--- config.mk ---
export PLATFORM = sky130hd
export DESIGN_NAME = seq_alu
export DESIGN_NICKNAME = d
export VERILOG_FILES = /design/src/rtl/seq_alu_pkg.sv /design/src/rtl/seq_alu_shift_step.sv /design/src/rtl/seq_alu.sv
export SDC_FILE = /design/constraint.sdc
export NUM_CORES = 1
export LEC_CHECK = 0
export ABC_AREA = 0
export ABC_CLOCK_PERIOD_IN_PS = 3250
export CAP_MARGIN = 20
export CORE_UTILIZATION = 55
export DETAILED_ROUTE_END_ITERATION = 8
export PLACE_DENSITY = 0.93
export SLEW_MARGIN = 20
export SYNTH_ARGS = -nofsm -noshare
export SYNTH_HDL_FRONTEND = slang
export SYNTH_SLANG_ARGS = --single-unit
--- constraint.sdc ---
create_clock -name clk -period 3.25 [get_ports clk]
set_input_delay 0.65 -clock clk [delete_from_list [all_inputs] [get_ports clk]]
set_output_delay 0.65 -clock clk [all_outputs]
set_load 0.02 [all_outputs]
--- src/rtl/seq_alu_pkg.sv ---
// ============================================================================
//  Module   : seq_alu_pkg
//  Contents : Op encoding and FSM state types shared by the sequential ALU.
//  Revision : 1.0
// ============================================================================
`default_nettype none

package seq_alu_pkg;

    localparam int c_OP_W    = 3;
    localparam int c_STATE_W = 2;

    typedef enum logic [c_OP_W-1:0] {
        OP_NOP = 3'd0,
        OP_OR  = 3'd1,
        OP_AND = 3'd2,
        OP_ADD = 3'd3,
        OP_SUB = 3'd4,
        OP_SHL = 3'd5,
        OP_SHR = 3'd6,
        OP_SRA = 3'd7
    } op_e;

    typedef enum logic [c_STATE_W-1:0] {
        S_IDLE  = 2'd0,
        S_SHIFT = 2'd1,
        S_DONE  = 2'd2
    } state_e;

    function automatic logic is_shift_op(input op_e i_op);
        return (i_op == OP_SHL) || (i_op == OP_SHR) || (i_op == OP_SRA);
    endfunction

endpackage

`default_nettype wire

--- src/rtl/seq_alu_shift_step.sv ---
// ============================================================================
//  Module   : seq_alu_shift_step
//  Contents : Single combinational 1-bit shift (left / logical / arithmetic).
//  Revision : 1.0
// ============================================================================
`default_nettype none

module seq_alu_shift_step #(
    parameter int WIDTH = 8
) (
    input  logic [WIDTH-1:0] i_data,
    input  logic             i_left,
    input  logic             i_arith,
    output logic [WIDTH-1:0] o_data,
    output logic             o_shout
);

    logic w_fill;

    assign w_fill = i_arith & i_data[WIDTH-1];

    always_comb begin
        if (i_left) begin
            o_data  = {i_data[WIDTH-2:0], 1'b0};
            o_shout = i_data[WIDTH-1];
        end else begin
            o_data  = {w_fill, i_data[WIDTH-1:1]};
            o_shout = i_data[0];
        end
    end

endmodule

`default_nettype wire

--- src/rtl/seq_alu.sv ---
// ============================================================================
//  Module   : seq_alu
//  Contents : Handshaked ALU; logic/arith ops in one cycle, shifts iterated
//             one bit per cycle through seq_alu_shift_step.
//  Revision : 1.0
// ============================================================================
`default_nettype none

module seq_alu
    import seq_alu_pkg::*;
#(
    parameter int WIDTH = 8
) (
    input  logic             clk,
    input  logic             rst_n,
    input  logic             in_valid,
    output logic             in_ready,
    input  logic [WIDTH-1:0] A,
    input  logic [WIDTH-1:0] B,
    input  logic [2:0]       op,
    output logic             out_valid,
    input  logic             out_ready,
    output logic [WIDTH-1:0] out,
    output logic             zero,
    output logic             negative,
    output logic             carry,
    output logic             overflow
);

    localparam int c_SW = $clog2(WIDTH);

    state_e             r_state;
    state_e             w_next;
    op_e                r_op;
    logic [WIDTH-1:0]   r_out;
    logic [c_SW-1:0]    r_cnt;
    logic               r_zero;
    logic               r_neg;
    logic               r_carry;
    logic               r_ovf;

    op_e                w_op;
    logic [c_SW-1:0]    w_k;
    logic               w_accept;
    logic               w_multi;
    logic               w_sub;
    logic [WIDTH-1:0]   w_b_eff;
    logic [WIDTH-1:0]   w_sum;
    logic               w_cout;
    logic               w_add_ovf;
    logic [WIDTH-1:0]   w_res;
    logic               w_res_c;
    logic               w_res_v;
    logic [WIDTH-1:0]   w_step;
    logic               w_shout;
    logic               w_last;

    assign w_op     = op_e'(op);
    assign w_k      = B[c_SW-1:0];
    assign w_accept = in_valid && (r_state == S_IDLE);
    assign w_multi  = is_shift_op(w_op) && (w_k != '0);
    assign w_last   = (r_cnt == c_SW'(1));

    // Shared adder: SUB is A + ~B + 1, so carry-out doubles as "no borrow".
    assign w_sub     = (w_op == OP_SUB);
    assign w_b_eff   = w_sub ? ~B : B;
    assign {w_cout, w_sum} = {1'b0, A} + {1'b0, w_b_eff} + {{WIDTH{1'b0}}, w_sub};
    assign w_add_ovf = (A[WIDTH-1] == w_b_eff[WIDTH-1]) && (w_sum[WIDTH-1] != A[WIDTH-1]);

    // Single-cycle result; shifts only reach here with k=0 and pass A through.
    always_comb begin
        w_res   = '0;
        w_res_c = 1'b0;
        w_res_v = 1'b0;
        case (w_op)
            OP_NOP:         w_res = '0;
            OP_OR:          w_res = A | B;
            OP_AND:         w_res = A & B;
            OP_ADD, OP_SUB: begin
                w_res   = w_sum;
                w_res_c = w_cout;
                w_res_v = w_add_ovf;
            end
            default:        w_res = A;
        endcase
    end

    seq_alu_shift_step #(
        .WIDTH (WIDTH)
    ) u_step (
        .i_data  (r_out),
        .i_left  (r_op == OP_SHL),
        .i_arith (r_op == OP_SRA),
        .o_data  (w_step),
        .o_shout (w_shout)
    );

    always_ff @(posedge clk or negedge rst_n) begin
        if (!rst_n) begin
            r_state <= S_IDLE;
        end else begin
            r_state <= w_next;
        end
    end

    always_comb begin
        w_next = r_state;
        case (r_state)
            S_IDLE: begin
                if (w_accept) begin
                    w_next = w_multi ? S_SHIFT : S_DONE;
                end
            end
            S_SHIFT: begin
                if (w_last) begin
                    w_next = S_DONE;
                end
            end
            S_DONE: begin
                if (out_ready) begin
                    w_next = S_IDLE;
                end
            end
            default: w_next = S_IDLE;
        endcase
    end

    // r_out doubles as the shift working register; it is only visible in DONE.
    always_ff @(posedge clk or negedge rst_n) begin
        if (!rst_n) begin
            r_op    <= OP_NOP;
            r_out   <= '0;
            r_cnt   <= '0;
            r_zero  <= 1'b0;
            r_neg   <= 1'b0;
            r_carry <= 1'b0;
            r_ovf   <= 1'b0;
        end else begin
            case (r_state)
                S_IDLE: begin
                    if (w_accept) begin
                        r_op <= w_op;
                        if (w_multi) begin
                            r_out   <= A;
                            r_cnt   <= w_k;
                            r_carry <= 1'b0;
                            r_ovf   <= 1'b0;
                        end else begin
                            r_out   <= w_res;
                            r_zero  <= (w_res == '0);
                            r_neg   <= w_res[WIDTH-1];
                            r_carry <= w_res_c;
                            r_ovf   <= w_res_v;
                        end
                    end
                end
                S_SHIFT: begin
                    r_out   <= w_step;
                    r_carry <= w_shout;
                    r_zero  <= (w_step == '0);
                    r_neg   <= w_step[WIDTH-1];
                    r_cnt   <= r_cnt - c_SW'(1);
                end
                default: ;
            endcase
        end
    end

    assign in_ready  = (r_state == S_IDLE);
    assign out_valid = (r_state == S_DONE);
    assign out       = r_out;
    assign zero      = r_zero;
    assign negative  = r_neg;
    assign carry     = r_carry;
    assign overflow  = r_ovf;

endmodule

`default_nettype wire

==> impl_metrics.tcl, run 1 <==
set metrics [dict create \
    ys.flop_type "dfrtp_1" \
    clkTransAtPathRegs_ns 0.07 \
    die_area_um2 3930 \
    end_kind "flip-flop" \
    critPathKind "in -> reg" \
    run_status "complete, no violations" \
    cp_cell_sequence "clkdlybuf4s50_1 > nor3b_2 > buf_4 > xor2_1 > ha_1 > a211o_1 > a21o_1 > mux2i_1 > nor2_1 > nand4_1 > o31ai_2" \
    maxCapViolations 0 \
    place_ws_ns -0.2389 \
    ctsHoldBuffers 0 \
    synth_warnings 0 \
    antenna_found_initial 0 \
    fin_skew_ns 0.001839 \
    finalCritPeriodShare 0.9616 \
    max_stage_delay_ns 0.48 \
    htreeDepth 1 \
    syn-num-nets 280 \
    fmax_mhz 320.0 \
    vias_per_cell 6.314 \
    ys_seq_area_frac 0.2471 \
    finalHoldViolations 0 \
    fin_ws_ns 0.1250 \
    drt_iter0_markers 202 \
    drc 0 \
    synth-edff-count 0 \
    path_max_fanout 5 \
    cts_tree "built" \
    ys_types 56 \
    cts_buffer_depth 2 \
    cts_buffers 3 \
    antenna_cells 0 \
    overflow 0 \
    rows 21 \
    netSwitchingFraction 0.4437 \
    synth_cells 245 \
    numClockSinks 20 \
    crit_slowest_cell "clkdlybuf4s50_1" \
    port_buffers 36 \
    power_frac_clock 0.103 \
    p_int_uw 888.7 \
    drtAntennaViolNets 0 \
    combinationalPowerShare 0.586 \
    wl_per_cell_um 16.88 \
    nets 335 \
    io-pin-count 37 \
    n_fill_cell 258 \
    grt_util_all_layers 0.3041 \
    synthArstFlopShare 1.000 \
    clk_latency_ns 0.26 \
    utilization 0.7688 \
    power.switching_uw 708.7 \
    crit_required_ns 3.43 \
    p_leak_uw 0.001120 \
    syn2layout_area_growth_pct 30.64 \
    p_seq_frac 0.311 \
    dieWidth_um 62.69 \
    cellPowerDensity_nw_per_um2 603.7 \
    die_h_um 62.69 \
    start_util 0.5885 \
    root_buffer "clkbuf_8" \
    tightest_slew_ns 0.9025 \
    core_um2 3442 \
    grt_max_degree 21 \
    dpl.hpwl_um 4312 \
    grt_pass1_wl_um 9439 \
    synth_area_um2 2026 \
    gp_congestion 0.9648 \
    setup_viol 0 \
    slew_headroom 0.3965 \
    fin_crit_ns 3.125 \
    drt-total-wl_um 5807 \
    hold_class "reg -> reg" \
    worstSetupStartpointType "primary input" \
    dr_total_vias 2172 \
    finalMaxSlewViolations 0 \
    cp.arrival_ns 3.31 \
    whs_ns 0.5093 \
    dr.pass1.iters 5 \
    synth_seq_cells 20 \
    drive_gt1_frac 0.1409 \
    avgSynthCellArea_um2 8.268 \
    vdd_drop_max_v 0.0002622 \
    grt_pass1_vias 2033 \
]
layout by cell type (no fill, tap or decap), types with 3 or more instances in the layout:
cell	instances
nand3b_1	3
nor2_1	11
mux2i_1	6
o2111ai_1	3
ha_1	11
dfrtp_1	20
a21oi_1	16
nand4_1	4
buf_4	30
nand3_1	5
o21ai_0	25
o21a_1	4
a21o_1	4
nand2b_1	7
clkdlybuf4s50_1	36
xor2_1	7
a31oi_1	3
inv_1	9
a221o_1	3
xnor2_1	5
nor2b_1	12
nand2_1	23
o221ai_1	6
clkbuf_8	3
a211oi_1	4
cells by family after synthesis:
logic type / share of synthesized area
AO/OA/AOI/OAI: 0.3095
AND/OR/NAND/NOR: 0.2217
buffers and inverters: 0.05683
flip-flops: 0.2471
XOR/XNOR: 0.05188
adder cells (fa/ha/maj): 0.07783
multiplexers: 0.03521
worst paths after layout:
kind                                            from                      to  slack (ns)  cells after the start
worst max register to register   r_op[1]$_DFFE_PN0P_        zero$_DFFE_PN0P_        1.42                      6
worst min-delay path            overflow$_DFFE_PN0P_    overflow$_DFFE_PN0P_        0.51                      2
min in group asynchronous                      rst_n  r_state[0]$_DFFE_PN0P_        0.89                      1
max in group asynchronous                      rst_n    negative$_DFFE_PN0P_        1.81                      1
worst max-delay path                           op[2]        zero$_DFFE_PN0P_        0.12                     11
worst min register to register  overflow$_DFFE_PN0P_    overflow$_DFFE_PN0P_        0.51                      2
power by group through the flow:
stage	registers, uW	logic, uW	clock network (uW)
detailed placement	496	912	0
global placement	484	880	0
CTS	491	920	166
floorplan	525	505	0
global route	518	1020	173
finish	496	936	165
cell usage after synthesis, types with 2 or more instances:
cell type	n	share of area
mux2i_1	6	0.030
a221o_1	3	0.015
a21o_1	4	0.015
ha_1	11	0.068
buf_6	2	0.011
nand4_1	4	0.012
inv_1	9	0.017
nor3_1	2	0.0049
o21ai_0	25	0.062
a21oi_1	16	0.040
xor2_1	7	0.030
a211oi_1	4	0.015
clkbuf_1	11	0.020
o2111ai_1	3	0.013
a211o_1	2	0.0086
or3_1	2	0.0062
buf_2	2	0.0049
nor3b_1	3	0.011
nand3_1	5	0.012
o21a_1	4	0.015
nor2_1	11	0.020
o311a_1	2	0.0099
nor4_1	2	0.0062
nand3b_1	3	0.011
nor2b_1	12	0.037
nand2b_1	7	0.022
dfrtp_1	20	0.25
or2_1	2	0.0062
nand2_1	23	0.043
a31oi_1	3	0.0093
o221ai_1	6	0.026
xnor2_1	5	0.022
per-layer routing:
metal / wire length [um] / up-vias / global-route usage
li1: - / 1017 / -
met1: 2367 / 1021 / 0.3794
met2: 2942 / 117 / 0.5217
met3: 357 / 17 / 0.03832
met4: 140 / 0 / 0.1337
met5: 0 / - / 0
flip-flops by register name, indices dropped and copies added, names as in the netlist:
signal	flops
r_op	3
r_cnt	3
carry	1
zero	1
overflow	1
out	8
r_state	2
negative	1
area by class of cell:
type	count	area (um^2)	area share
clock buffer	3	41.29	0.01560
inverter	9	33.78	0.01277
multi-input combinational	200	1428	0.5395
sequential	20	500.5	0.1891
tap	46	57.56	0.02175
timing repair buffer	66	585.6	0.2213
worst max-delay path: cells and delay by family:
family | cells | cell delay [ns]
XOR/XNOR | 1 | 0.20
AND/OR/NAND/NOR | 3 | 0.65
buffers and inverters | 2 | 0.67
adder cells (fa/ha/maj) | 1 | 0.32
multiplexers | 1 | 0.12
AO/OA/AOI/OAI | 3 | 0.70
stage by stage:
step / area (um^2) / total power (uW) / cells / TNS, ns
global route: 2646 / 1710 / 344 / -0.06562
CTS: 2621 / 1577 / 343 / 0
finish: 2646 / 1597 / 344 / 0
floorplan: 2026 / 1031 / 245 / 0
detailed placement: 2580 / 1408 / 340 / -1.424
global placement: 2580 / 1364 / 340 / -0.1099
what timing repair did:
| item | CTS | global route |
|---|---|---|
| endpoints found under the setup margin | 0 | 8 |
| endpoints found under the hold margin | 0 | 0 |
| setup buffers | 0 | 1 |
| gates resized for setup | 0 | 2 |
Power figures use the tool's default switching activity.
==> run 2: changes to the inputs <==
PLACE_DENSITY = unset   (was 0.93)
PLACE_DENSITY_LB_ADDON = 0.1   (was unset)
==> run 2 against run 1 <==
Setup slack improved by 0.074 ns. Die area unchanged. Fmax increased by 2.4%. Critical path depth decreased by 1. Core utilization increased by 0.29 points. Sequential share of layout area decreased by 0.071 points. Via count shrank 3.8%. Clock skew barely moved. Cell count shrank 0.29%. Sequential power about the same. Critical endpoint unchanged. Highest routed layer unchanged.
==> impl_metrics.tcl, run 2 (synthesis gave the netlist of run 1 again) <==
set metrics [dict create \
    run_status "complete, no violations" \
    start_util 0.5885 \
    vdd_drop_max_v 0.0002395 \
    p_seq_frac 0.299 \
    reg2reg_depth 3 \
    mostFrequentLayoutCells "clkdlybuf4s50_1, buf_4, o21ai_0" \
    finalHoldViolations 0 \
    p_int_uw 962.1 \
    die_area_um2 3930 \
    drt-total-wl_um 5287 \
    dr_total_vias 2090 \
    crit_required_ns 3.43 \
    cts_tree "built" \
    r2r_slack_ns 1.50 \
    end_kind "flip-flop" \
    p_leak_uw 0.001123 \
    worstSetupStartpointType "primary input" \
    fin_skew_ns 0.001651 \
    cts_buffers 3 \
    cellPowerDensity_nw_per_um2 623.0 \
    cts_buffer_depth 2 \
    grt_max_degree 21 \
    holdPathStages 2 \
    finalMaxSlewViolations 0 \
    nets 333 \
    grt_pass1_vias 2045 \
    combinationalPowerShare 0.550 \
    netSwitchingFraction 0.4187 \
    rsz0062_at_grt "false" \
    tns_ns 0 \
    drt_iter0_markers 198 \
    io-pin-count 37 \
    largest_register_ffs 8 \
    hold_path.startpoint "overflow$_DFFE_PN0P_" \
    hold-path-endpoint "overflow$_DFFE_PN0P_" \
    critPathKind "in -> reg" \
    wl_per_cell_um 15.41 \
    timing.rr.start "r_op[1]$_DFFE_PN0P_" \
    vias_per_cell 6.093 \
    gp_congestion 0.8752 \
    power_frac_clock 0.151 \
    timing.rr.end "out[5]$_DFFE_PN0P_" \
    grt_pass1_wl_um 9315 \
    overflow 0 \
    ctsHoldBuffers 0 \
    drive_gt1_frac 0.1414 \
    cp.arrival_ns 3.23 \
    power.switching_uw 692.9 \
    fin_ws_ns 0.1992 \
    utilization 0.7717 \
    hold_class "reg -> reg" \
    fmax_mhz 327.8 \
    root_buffer "clkbuf_8" \
    port_buffers 36 \
    antenna_found_initial 0 \
    setup_viol 0 \
    drtAntennaViolNets 0 \
    core_um2 3442 \
    path_max_fanout 17 \
    finalCritPeriodShare 0.9387 \
    final_common_cell "clkdlybuf4s50_1" \
    grt_util_all_layers 0.2910 \
    rows 21 \
    slew_headroom 0.4101 \
    fin_crit_ns 3.051 \
    antenna_cells 0 \
    drc 0 \
    syn2layout_area_growth_pct 31.13 \
    numClockSinks 20 \
    dr.pass1.iters 4 \
    dpl.hpwl_um 3996 \
    clkTransAtPathRegs_ns 0.08 \
    place_ws_ns -0.2737 \
    maxCapViolations 0 \
    clk_latency_ns 0.26 \
    dp.cells 338 \
    tightest_slew_ns 0.8820 \
    die_h_um 62.69 \
    htreeDepth 1 \
    stdcell_count 343 \
    dieWidth_um 62.69 \
]
run 2: cell count changes in the layout (fill, tap and decap cells not counted), sizes merged:
cell	delta
bufinv	+1
buf	-2
run 2: worst max-delay path by stage:
stage	start	endpoint	slack (ns)
floorplan	op[1]	zero$_DFFE_PN0P_	0.08
global placement	op[2]	zero$_DFFE_PN0P_	-0.11
detailed placement	op[2]	zero$_DFFE_PN0P_	-0.27
CTS	op[2]	zero$_DFFE_PN0P_	0.11
global route	op[2]	zero$_DFFE_PN0P_	0.02
finish	op[1]	zero$_DFFE_PN0P_	0.20
run 2: per-stage QoR:
step / cell area (um^2) / total power, uW / hold slack (ns)
2_1_floorplan: 2026 / 1031 / 0.3544
3_3_place_gp: 2565 / 1366 / 0.4610
3_5_place_dp: 2565 / 1390 / 0.4623
4_1_cts: 2641 / 1644 / 0.4925
5_1_grt: 2656 / 1774 / 0.5446
6_report: 2656 / 1655 / 0.4942
run 2: area by class of cell:
type	count	area, um^2
clock buffer	3	41.29
multi-input combinational	200	1423
sequential	20	500.5
fill	259	785.8
tap	46	57.56
inverter	9	33.78
timing repair buffer	64	570.5
clock inverter	1	30.03
run 2: critical path, cell delays in order:
cell and delay [ns]:
clkdlybuf4s50_1 0.50, buf_4 0.23, nor4b_4 0.07, a21o_1 0.17, fa_1 0.41, xor2_1 0.19
a22o_1 0.20, a211oi_1 0.39, o2111ai_1 0.20, o31ai_2 0.23
run 2: routing by layer:
metal	GRT usage	up-vias	routed length (um)
li1	-	1021	-
met5	0	-	0
met1	0.3678	972	2258
met4	0.1017	0	73
met3	0.02555	8	314
met2	0.5136	89	2641
run 2: what timing repair did:
action,CTS,global route
buffers inserted,0,1
setup endpoints to repair,1,2
pin swaps,0,1
gates resized for setup,1,1
run 2: power groups by stage:
stage	logic, uW	clock network [uW]	registers (uW)
after floorplan	505	0	525
after global placement	880	0	486
after detailed placement	899	0	491
after CTS	905	250	489
after global routing	1000	262	511
final	910	250	495
